$ cat config.mk
export PLATFORM = sky130hd
export DESIGN_NAME = auth_request_scheduler_flat
export DESIGN_NICKNAME = d
export VERILOG_FILES = /design/src/rtl/auth_request_scheduler_if.sv /design/src/rtl/auth_request_scheduler.sv /design/src/flat_wrapper.sv
export SDC_FILE = /design/constraint.sdc
export NUM_CORES = 1
export LEC_CHECK = 0
export CAP_MARGIN = 10
export CORE_ASPECT_RATIO = 1.75
export CORE_MARGIN = 1
export CORE_UTILIZATION = 45
export CTS_CLUSTER_DIAMETER = 80
export DETAILED_ROUTE_END_ITERATION = 6
export HOLD_SLACK_MARGIN = 0.08
export PLACE_DENSITY_LB_ADDON = 0.15
export SLEW_MARGIN = 20
export SYNTH_ARGS = -nofsm -noshare
export SYNTH_HDL_FRONTEND = slang
export SYNTH_SLANG_ARGS = --single-unit
export TNS_END_PERCENT = 20
$ cat constraint.sdc
create_clock -name clk -period 1.76 [get_ports clk]
set_input_delay 0.264 -clock clk [delete_from_list [all_inputs] [get_ports clk]]
set_output_delay 0.264 -clock clk [all_outputs]
set_load 0.03 [all_outputs]
$ cat src/rtl/auth_request_scheduler_if.sv
// Request/engine/driver signal bundle of the auth request scheduler.
// slave = scheduler side, master = request source, engine and driver side.
interface auth_request_scheduler_if;
    logic [7:0] pending_auth_request;
    logic       req_load;
    logic       PD_in_ready;
    logic       DEBUG_in_ready;
    logic       auth_msg_ready;
    logic       eng_start;
    logic [1:0] eng_code;
    logic [1:0] eng_slot;
    logic       eng_path;
    logic       Ack_in_driver;
    logic       req_reject;
    logic [3:0] slot_done;
    logic [3:0] slot_fail;
    logic       sched_busy;

    modport slave (
        input  pending_auth_request, req_load, PD_in_ready, DEBUG_in_ready, auth_msg_ready,
        output eng_start, eng_code, eng_slot, eng_path, Ack_in_driver, req_reject,
               slot_done, slot_fail, sched_busy
    );

    modport master (
        output pending_auth_request, req_load, PD_in_ready, DEBUG_in_ready, auth_msg_ready,
        input  eng_start, eng_code, eng_slot, eng_path, Ack_in_driver, req_reject,
               slot_done, slot_fail, sched_busy
    );
endinterface

$ cat src/rtl/auth_request_scheduler.sv
// Round-robin sequencer of four auth request slots onto one engine; load-to-start 3 cycles, response-to-ack 1.
// Waits indefinitely for a ready PD/DEBUG path; engine responses time out with bounded re-issue.
module auth_request_scheduler #(
    parameter int TIMEOUT_CYCLES = 1024,
    parameter int MAX_RETRY      = 2,
    parameter int TW             = 11
) (
    input  logic                     clk,
    input  logic                     reset,
    auth_request_scheduler_if.slave  bus
);

    typedef enum logic [2:0] {
        S_IDLE, S_SELECT, S_WAIT_PATH, S_ISSUE, S_WAIT_RESP, S_ACK
    } state_e;

    localparam int             RW        = (MAX_RETRY < 1) ? 1 : $clog2(MAX_RETRY + 1);
    localparam logic [TW-1:0]  TMO_LAST  = TW'(TIMEOUT_CYCLES - 1);
    localparam logic [RW-1:0]  RETRY_MAX = RW'(MAX_RETRY);

    state_e            state_q, state_d;
    logic [3:0][1:0]   slot_q, slot_d;
    logic [1:0]        rr_q, rr_d;
    logic [TW-1:0]     timer_q, timer_d;
    logic [RW-1:0]     retry_q, retry_d;
    logic [1:0]        code_q, code_d;
    logic [1:0]        eslot_q, eslot_d;
    logic              path_q, path_d;
    logic [3:0]        done_q, done_d;
    logic [3:0]        fail_q, fail_d;
    logic              reject_q, reject_d;

    logic              found;
    logic [1:0]        pick;
    logic [1:0]        cand;

    // First occupied slot at or after the round-robin pointer, wrapping mod 4.
    always_comb begin
        found = 1'b0;
        pick  = rr_q;
        cand  = rr_q;
        for (int k = 0; k < 4; k++) begin
            cand = rr_q + 2'(k);
            if (!found && slot_q[cand] != 2'b00) begin
                found = 1'b1;
                pick  = cand;
            end
        end
    end

    always_comb begin
        state_d  = state_q;
        slot_d   = slot_q;
        rr_d     = rr_q;
        timer_d  = timer_q;
        retry_d  = retry_q;
        code_d   = code_q;
        eslot_d  = eslot_q;
        path_d   = path_q;
        done_d   = done_q;
        fail_d   = fail_q;
        reject_d = bus.req_load && (state_q != S_IDLE);

        case (state_q)
            S_IDLE: begin
                if (bus.req_load) begin
                    slot_d  = bus.pending_auth_request;
                    done_d  = '0;
                    fail_d  = '0;
                    state_d = S_SELECT;
                end
            end
            S_SELECT: begin
                if (found) begin
                    eslot_d = pick;
                    code_d  = slot_q[pick];
                    retry_d = '0;
                    state_d = S_WAIT_PATH;
                end else begin
                    state_d = S_IDLE;
                end
            end
            S_WAIT_PATH: begin
                if (bus.PD_in_ready) begin
                    path_d  = 1'b0;
                    state_d = S_ISSUE;
                end else if (bus.DEBUG_in_ready) begin
                    path_d  = 1'b1;
                    state_d = S_ISSUE;
                end
            end
            S_ISSUE: begin
                timer_d = '0;
                state_d = S_WAIT_RESP;
            end
            S_WAIT_RESP: begin
                timer_d = timer_q + 1'b1;
                // A response arriving on the timeout cycle still counts as success.
                if (bus.auth_msg_ready) begin
                    state_d = S_ACK;
                end else if (timer_q == TMO_LAST) begin
                    if (retry_q < RETRY_MAX) begin
                        retry_d = retry_q + 1'b1;
                        state_d = S_WAIT_PATH;
                    end else begin
                        fail_d[eslot_q] = 1'b1;
                        slot_d[eslot_q] = 2'b00;
                        rr_d            = eslot_q + 2'd1;
                        state_d         = S_SELECT;
                    end
                end
            end
            S_ACK: begin
                done_d[eslot_q] = 1'b1;
                slot_d[eslot_q] = 2'b00;
                rr_d            = eslot_q + 2'd1;
                state_d         = S_SELECT;
            end
            default: state_d = S_IDLE;
        endcase
    end

    always_ff @(posedge clk) begin
        if (reset) begin
            state_q  <= S_IDLE;
            slot_q   <= '0;
            rr_q     <= '0;
            timer_q  <= '0;
            retry_q  <= '0;
            code_q   <= '0;
            eslot_q  <= '0;
            path_q   <= 1'b0;
            done_q   <= '0;
            fail_q   <= '0;
            reject_q <= 1'b0;
        end else begin
            state_q  <= state_d;
            slot_q   <= slot_d;
            rr_q     <= rr_d;
            timer_q  <= timer_d;
            retry_q  <= retry_d;
            code_q   <= code_d;
            eslot_q  <= eslot_d;
            path_q   <= path_d;
            done_q   <= done_d;
            fail_q   <= fail_d;
            reject_q <= reject_d;
        end
    end

    assign bus.eng_start     = (state_q == S_ISSUE);
    assign bus.Ack_in_driver = (state_q == S_ACK);
    assign bus.sched_busy    = (state_q != S_IDLE);
    assign bus.eng_code      = code_q;
    assign bus.eng_slot      = eslot_q;
    assign bus.eng_path      = path_q;
    assign bus.req_reject    = reject_q;
    assign bus.slot_done     = done_q;
    assign bus.slot_fail     = fail_q;

endmodule

$ cat src/flat_wrapper.sv
// flat-port wrapper written by rule: the top's interface ports become plain ports
module auth_request_scheduler_flat 
#(
    parameter int TIMEOUT_CYCLES = 1024,
    parameter int MAX_RETRY      = 2,
    parameter int TW             = 11
)
  (clk, reset, bus_pending_auth_request, bus_req_load, bus_PD_in_ready, bus_DEBUG_in_ready, bus_auth_msg_ready, bus_eng_start, bus_eng_code, bus_eng_slot, bus_eng_path, bus_Ack_in_driver, bus_req_reject, bus_slot_done, bus_slot_fail, bus_sched_busy);
  auth_request_scheduler_if bus_i ();
  input  logic clk;
  input  logic reset;
  input wire logic [$bits(bus_i.pending_auth_request)-1:0] bus_pending_auth_request;
  input wire logic [$bits(bus_i.req_load)-1:0] bus_req_load;
  input wire logic [$bits(bus_i.PD_in_ready)-1:0] bus_PD_in_ready;
  input wire logic [$bits(bus_i.DEBUG_in_ready)-1:0] bus_DEBUG_in_ready;
  input wire logic [$bits(bus_i.auth_msg_ready)-1:0] bus_auth_msg_ready;
  output wire logic [$bits(bus_i.eng_start)-1:0] bus_eng_start;
  output wire logic [$bits(bus_i.eng_code)-1:0] bus_eng_code;
  output wire logic [$bits(bus_i.eng_slot)-1:0] bus_eng_slot;
  output wire logic [$bits(bus_i.eng_path)-1:0] bus_eng_path;
  output wire logic [$bits(bus_i.Ack_in_driver)-1:0] bus_Ack_in_driver;
  output wire logic [$bits(bus_i.req_reject)-1:0] bus_req_reject;
  output wire logic [$bits(bus_i.slot_done)-1:0] bus_slot_done;
  output wire logic [$bits(bus_i.slot_fail)-1:0] bus_slot_fail;
  output wire logic [$bits(bus_i.sched_busy)-1:0] bus_sched_busy;
  assign bus_i.pending_auth_request = bus_pending_auth_request;
  assign bus_i.req_load = bus_req_load;
  assign bus_i.PD_in_ready = bus_PD_in_ready;
  assign bus_i.DEBUG_in_ready = bus_DEBUG_in_ready;
  assign bus_i.auth_msg_ready = bus_auth_msg_ready;
  assign bus_eng_start = bus_i.eng_start;
  assign bus_eng_code = bus_i.eng_code;
  assign bus_eng_slot = bus_i.eng_slot;
  assign bus_eng_path = bus_i.eng_path;
  assign bus_Ack_in_driver = bus_i.Ack_in_driver;
  assign bus_req_reject = bus_i.req_reject;
  assign bus_slot_done = bus_i.slot_done;
  assign bus_slot_fail = bus_i.slot_fail;
  assign bus_sched_busy = bus_i.sched_busy;
  auth_request_scheduler #(.TIMEOUT_CYCLES(TIMEOUT_CYCLES), .MAX_RETRY(MAX_RETRY), .TW(TW)) u_core (.clk(clk), .reset(reset), .bus(bus_i));
endmodule
==> results.md, run 1 <==
- Status: completed
- Pins over their slew limit: 0
- R2R depth: 7
- Synth top area cells: dfxtp_1, nor2_1, a21oi_1
- Mux cell area share after synthesis: 0.0354
- DRT Pass-1 Iters: 4
- Largest family of logic cells by synthesized area: compound AO/OA/AOI/OAI gates
- XOR/XNOR Fraction of Synth Area: 0
- Critical path fanouts, max: 12
- Pleak: between 1 and 1.5 nW
- Detail Route Antenna Nets: 0
- Crit Path Class: flop to flop
- Initial Utilization: 0.470
- Fin crit period: around 1.7 ns
- Final Util: 0.641
- Post-route setup TNS: 0 ns
- # IOs: 31
- FF/Latch Area: approximately 810 um^2
- Hold Path Depth: 2
- Levels on crit path: 7
- Max Clk Rate: between 500 and 600 MHz
- Multi-input gate area: 1240 um^2
- Post-Syn Area: 2090 um^2
- Clock Path Buffers: 2
- Compound-gate portion of the synthesized area: 0.261
- Diode count: 0
- Hold WS: ~0.48 ns
- Most used DFF post-synth: dfxtp_1
- Commonest non-fill, non-tap cells in the layout: nor2_1, dfxtp_1, buf_4, clkdlybuf4s50_1, a21oi_1
- VDD IR max: 0.713 mV
- Final #Nets: 330
- Syn avg cell area: 8.28 um^2
- Fill cell count: ~400
- CP Data Arrival Time: between 1.5 and 2 ns
- GRT Total Usage: 0.244
- RSZ-0062 raised after global routing: yes
- Async SR Flop Fraction: 0
- Cell Chain, Critical Path: buf_4 > or3b_4 > a41oi_4 > buf_12 > nand2b_1 > a31o_1 > o22ai_1
- Die W: around 53 um
- DR DRC count: 0
- Share of layout cells above drive strength 1: 0.244
- Via-per-instance ratio: between 5 and 6
- CTS tree: yes
- Post-synth top area share: 0.384
- Worst min-delay path class: flop to flop
- Input/output buffers: 30
- Clk_lat worst skew: 0.29 ns
- Clock skew: around 0.0044 ns
- Startpoint types: flop
- Clk root buf: clkbuf_8
- Slowest stage delay, CP: around 0.4 ns
- Setup WS pre-CTS: approximately 0.017 ns
- Yosys cell types: 47
- Dominant cell type by area after synthesis: dfxtp_1
- Core area: roughly 4400 um^2
- Flops & latches, synth: 40
- Num CTS Buffers: 5
- Post-synthesis sequential area ratio: 0.384
- Antenna violations before repair: 0
- Vias in the first global route: 1,949
- Adder-cell share of the synthesized area: 0.0300
- Final hold vios: 0
- First-pass GRT wire length: 8890 um
- Final worst slack: around 0.057 ns
- Simple-gate share of the synthesized area: 0.242
- Delay-heaviest family, CP: compound AO/OA/AOI/OAI gates
- WL final: 5460 um
- Area of the die: approximately 4900 um^2
- Commonest non-fill, non-tap cell in the layout: nor2_1
- GRT overflow: 0
- CP max stage cell: or3b_4
- Layout area overhead: 36.6%
- Cell Rows: 32
- Hpwl dp: 4110 um
- Max-Cap Viols: 0
- EDFF count, synth: 0
- GP Congestion: between 0.8 and 0.9
- Hold Buf Count CTS: 0
- Pin count of the biggest net entering global routing: 38
- PD cells: about 790 nW/um^2
- Syn Nets: ~270
- Total Power: about 2.3 mW
- Clock transition at path regs: 0.08 ns
- Actual slew at the worst max-slew pin: approximately 0.50 ns
- Via Count: 2,054
- Synth Instances: approximately 250
- Setup Viol. Count Final: 0
- Clk sinks: 40
- Slew headroom: 0.662
- YS warnings: 0
- Final period utilization: 0.967
- H-tree depth: 2
- Critical path buffers and inverters: 2
- Critical Path Sink Type: flop
- Drt wl/cell: approximately 15 um
- Critical Path RT: 1.99 ns
- Die H: around 92 um
- Detailed Route Iter0 Violations: just over 90
==> stage by stage <==
step                std cells  area, um^2
CTS                       360        2760
global route              363        2850
finish                    363        2850
detailed placement        352        2650
floorplan                 252        2090
global placement          352        2650
==> final timing paths <==
path	end	startpoint	slack, ns
worst min register to register	u_core.bus.slot_done[0]	u_core.bus.slot_done[0]	0.48
worst max-delay path	u_core.bus.eng_code[0]	u_core.state_q[2]	0.06
worst min-delay path	u_core.bus.slot_done[0]	u_core.bus.slot_done[0]	0.48
worst max register to register	u_core.bus.eng_code[0]	u_core.state_q[2]	0.06
==> area by class of cell <==
cell class / instances / share of cell area
clock buffer: 6 / 0.0255
clock inverter: 2 / 0.0123
inverter: 7 / 0.00922
multi-input combinational: 192 / 0.437
sequential: 40 / 0.284
tap: 51 / 0.0224
timing repair buffer: 65 / 0.210
==> state kept, by name, indices dropped and copies added, names as in the netlist, 3 cells and up <==
name	flops
u_core.bus.slot_done	4
u_core.bus.slot_fail	4
u_core.slot_q	8
u_core.state_q	3
u_core.timer_q	11
==> what timing repair did <==
item	in CTS	in global routing
endpoints found under the hold margin	0	0
buffers inserted	0	3
gates resized for setup	5	16
setup endpoints to repair	2	22
pin swaps	0	4
==> logic make-up (layout without fill, tap and decap cells) <==
group                    after synthesis  count (layout)
buffers and inverters                 20              80
multiplexers                           7               7
adder cells (fa/ha/maj)                5               5
flip-flops                            40              40
AO/OA/AOI/OAI                         77              77
AND/OR/NAND/NOR                      103             103
==> report_power, final <==
| group | leakage, nW | total, mW | internal [mW] | switching [mW] |
|---|---|---|---|---|
| sequential | 0.326 | 0.968 | 0.938 | 0.0303 |
| combinational | 0.737 | 0.543 | 0.258 | 0.285 |
| clock | 0.0552 | 0.748 | 0.421 | 0.327 |
| total | 1.12 | 2.26 | 1.62 | 0.642 |
==> metal layers <==
| layer | wire length, um | global-route usage | up-vias |
|---|---|---|---|
| met5 | 0 | 0 | - |
| met4 | 136 | 0.103 | 0 |
| met3 | 195 | 0.0514 | 11 |
| met2 | 3080 | 0.447 | 50 |
| met1 | 2050 | 0.250 | 967 |
| li1 | - | - | 1026 |
==> worst register-to-register path: cells and delay by family (launching register included) <==
kind,cells,cell delay [ns]
compound gates,3,0.54
simple gates,2,0.47
buf+inv,2,0.32
flops,1,0.31
==> synth_stat cells, types with 2 or more instances <==
master and n:
nor2_1 43, dfxtp_1 40, a21oi_1 26, nand2_1 19, a311oi_1 10, nor3_1 9
o21ai_0 8, a21o_1 7, clkbuf_1 7, inv_1 7, a22o_1 5, ha_1 5
or2_2 5, and2_1 4, mux2i_1 4, nor2b_1 4, mux2_2 3, nand3_1 3
nand4_1 3, a211oi_1 2, a2bb2oi_1 2, a31oi_1 2, a41oi_1 2, buf_2 2
buf_4 2, buf_6 2, nor3b_1 2, nor4_1 2, o21ba_2 2, o22ai_1 2
or3b_4 2
Power figures use the tool's default switching activity.
==> inputs of run 2 (changes only) <==
CORE_MARGIN = not set   (was 1)
==> results of run 2 <==
Final layout, timing and power as in run 1 (identical DEF).
==> inputs of run 3 (changes only) <==
CAP_MARGIN = 20   (was 10)
SKIP_CTS_REPAIR_TIMING = 1   (was not set)
clock period = 1.5 ns   (was 1.76 ns; I/O delays follow)
==> results.md, run 3 (synthesized netlist as in run 1, its figures left out) <==
- Hold WS: 0.470 ns
- Critical Path Sink Type: primary output
- Final worst slack: -0.183 ns
- Cell Rows: 32
- Commonest non-fill, non-tap cell in the layout: buf_4
- Actual slew at the worst max-slew pin: ~0.36 ns
- Via Count: about 2.1k
- Die H: slightly above 90 um
- Status: finished, violations left
- WL final: 5650 um
- Finished Layout Cells: around 380
- Clk sinks: 40
- Clock Path Buffers: 2
- CP max stage cell: dfxtp_2
- Clock power frac: 0.363
- Die W: around 53 um
- Max Clk Rate: 594 MHz
- Clock transition at path regs: roughly 0.08 ns
- PD cells: approximately 930 nW/um^2
- RSZ-0062 raised after global routing: yes
- Dpl cells: between 300 and 400
- Fin crit period: 1.68 ns
- Final #Nets: between 300 and 400
- Layout area overhead: 47.5%
- GRT overflow: 0
- Vias in the first global route: between 2k and 2.5k
- Input/output buffers: 30
- Num CTS Buffers: 5
- Final hold vios: 0
- Cell Chain, Critical Path: buf_6 > nand2_1 > or2_2 > clkinvlp_4 > buf_4
- Initial Utilization: 0.470
- Startpoint types: flop
- DRT Pass-1 Iters: 4
- Critical path fanouts, max: 11
- Final Util: 0.693
- CP Data Arrival Time: 1.46 ns
- H-tree depth: 2
- Biggest register: u_core.timer_q
- P_sw: 0.782 mW
- Failing checks: setup timing
- Clk_lat worst skew: ~0.30 ns
- Detail Route Antenna Nets: 0
- Worst min-delay path class: flop to flop
- Pleak: roughly 1.5 nW
- Antenna violations before repair: 0
- Final period utilization: 1.12
- Detailed Route Iter0 Violations: 68
- Clock skew: between 0.009 and 0.01 ns
- CTS tree: yes
- GRT Total Usage: 0.250
- P_int: approximately 2.1 mW
- Area of the die: 4920 um^2
- Post-route setup TNS: -1.85 ns
- Drt wl/cell: approximately 15 um
- Via-per-instance ratio: 5.52
- VDD IR max: roughly 0.90 mV
- Delay-heaviest family, CP: buffers and inverters
- GP Congestion: between 0.8 and 0.9
- Core area: about 4400 um^2
- Commonest non-fill, non-tap cells in the layout: buf_4, nor2_1, dfxtp_1, a21oi_1, nand2_1
- Diode count: 0
- Fill cell count: approximately 370
- Biggest regs: u_core.timer_q (11), u_core.slot_q (8)
- Setup Viol. Count Final: 28
- Slew headroom: 0.757
- Slowest stage delay, CP: between 0.3 and 0.4 ns
- Critical Path RT: 1.27 ns
- Pin count of the biggest net entering global routing: 26
- Comb power frac: 0.245
- Clk root buf: clkbuf_8
- Hpwl dp: between 4000 and 5000 um
- Sequential share of power: 0.392
- DR DRC count: 0
- Sw Share: 0.272
- First-pass GRT wire length: about 9000 um
- Share of layout cells above drive strength 1: 0.306
- Pins over their slew limit: 0
- Critical path buffers and inverters: 3
- Max-Cap Viols: 0
- Largest register FFs: 11
- # IOs: 31
- Crit Path Class: flop to primary output
run 3: final cells by class:
| cell class | instances | area (um^2) | share of cell area |
|---|---|---|---|
| Clock buffer | 5 | 68.8 | 0.0223 |
| Clock inverter | 2 | 60.1 | 0.0195 |
| Inverter | 7 | 30.0 | 0.00975 |
| Multi-Input combinational cell | 192 | 1290 | 0.421 |
| Sequential cell | 40 | 807 | 0.262 |
| Tap cell | 51 | 63.8 | 0.0207 |
| Timing Repair Buffer | 81 | 754 | 0.245 |
run 3: worst paths after layout:
check / start / to / slack, ns / cells past startpoint
setup reg to reg: u_core.state_q[0] / u_core.retry_q[0] / -0.17 / 5
setup / recovery: u_core.state_q[1] / bus_eng_start / -0.18 / 5
hold / removal: u_core.bus.slot_done[0] / u_core.bus.slot_done[0] / 0.47 / 2
hold reg to reg: u_core.bus.slot_done[0] / u_core.bus.slot_done[0] / 0.47 / 2
run 3: worst reg2reg max path, delay by kind of cell, from the launching register on:
| family | cells | cell delay, ns |
|---|---|---|
| multiplexers | 1 | 0.21 |
| AND/OR/NAND/NOR | 2 | 0.46 |
| AO/OA/AOI/OAI | 2 | 0.54 |
| flip-flops | 1 | 0.36 |
run 3: through the flow:
| step | power [mW] | instance area [um^2] | setup slack [ns] |
|---|---|---|---|
| CTS | 2.85 | 2940 | -0.248 |
| floorplan | 1.53 | 2140 | -0.118 |
| detailed placement | 1.82 | 2810 | -0.170 |
| global route | 3.00 | 3080 | -0.262 |
| global placement | 1.81 | 2810 | -0.150 |
| finish | 2.87 | 3080 | -0.183 |
run 3: power by group through the flow:
stage / clock network (mW) / registers, mW / logic [mW]
floorplan: 0 / 1.17 / 0.362
global placement: 0 / 1.15 / 0.661
detailed placement: 0 / 1.15 / 0.669
CTS: 1.06 / 1.12 / 0.673
global route: 1.11 / 1.13 / 0.757
finish: 1.04 / 1.13 / 0.705
run 3: routing by layer:
metal | GRT usage | vias up | share of wire
met5 | 0 | - | 0
met4 | 0.114 | 0 | 0.021
met3 | 0.0448 | 8 | 0.019
met2 | 0.486 | 28 | 0.58
met1 | 0.228 | 997 | 0.38
li1 | - | 1054 | -
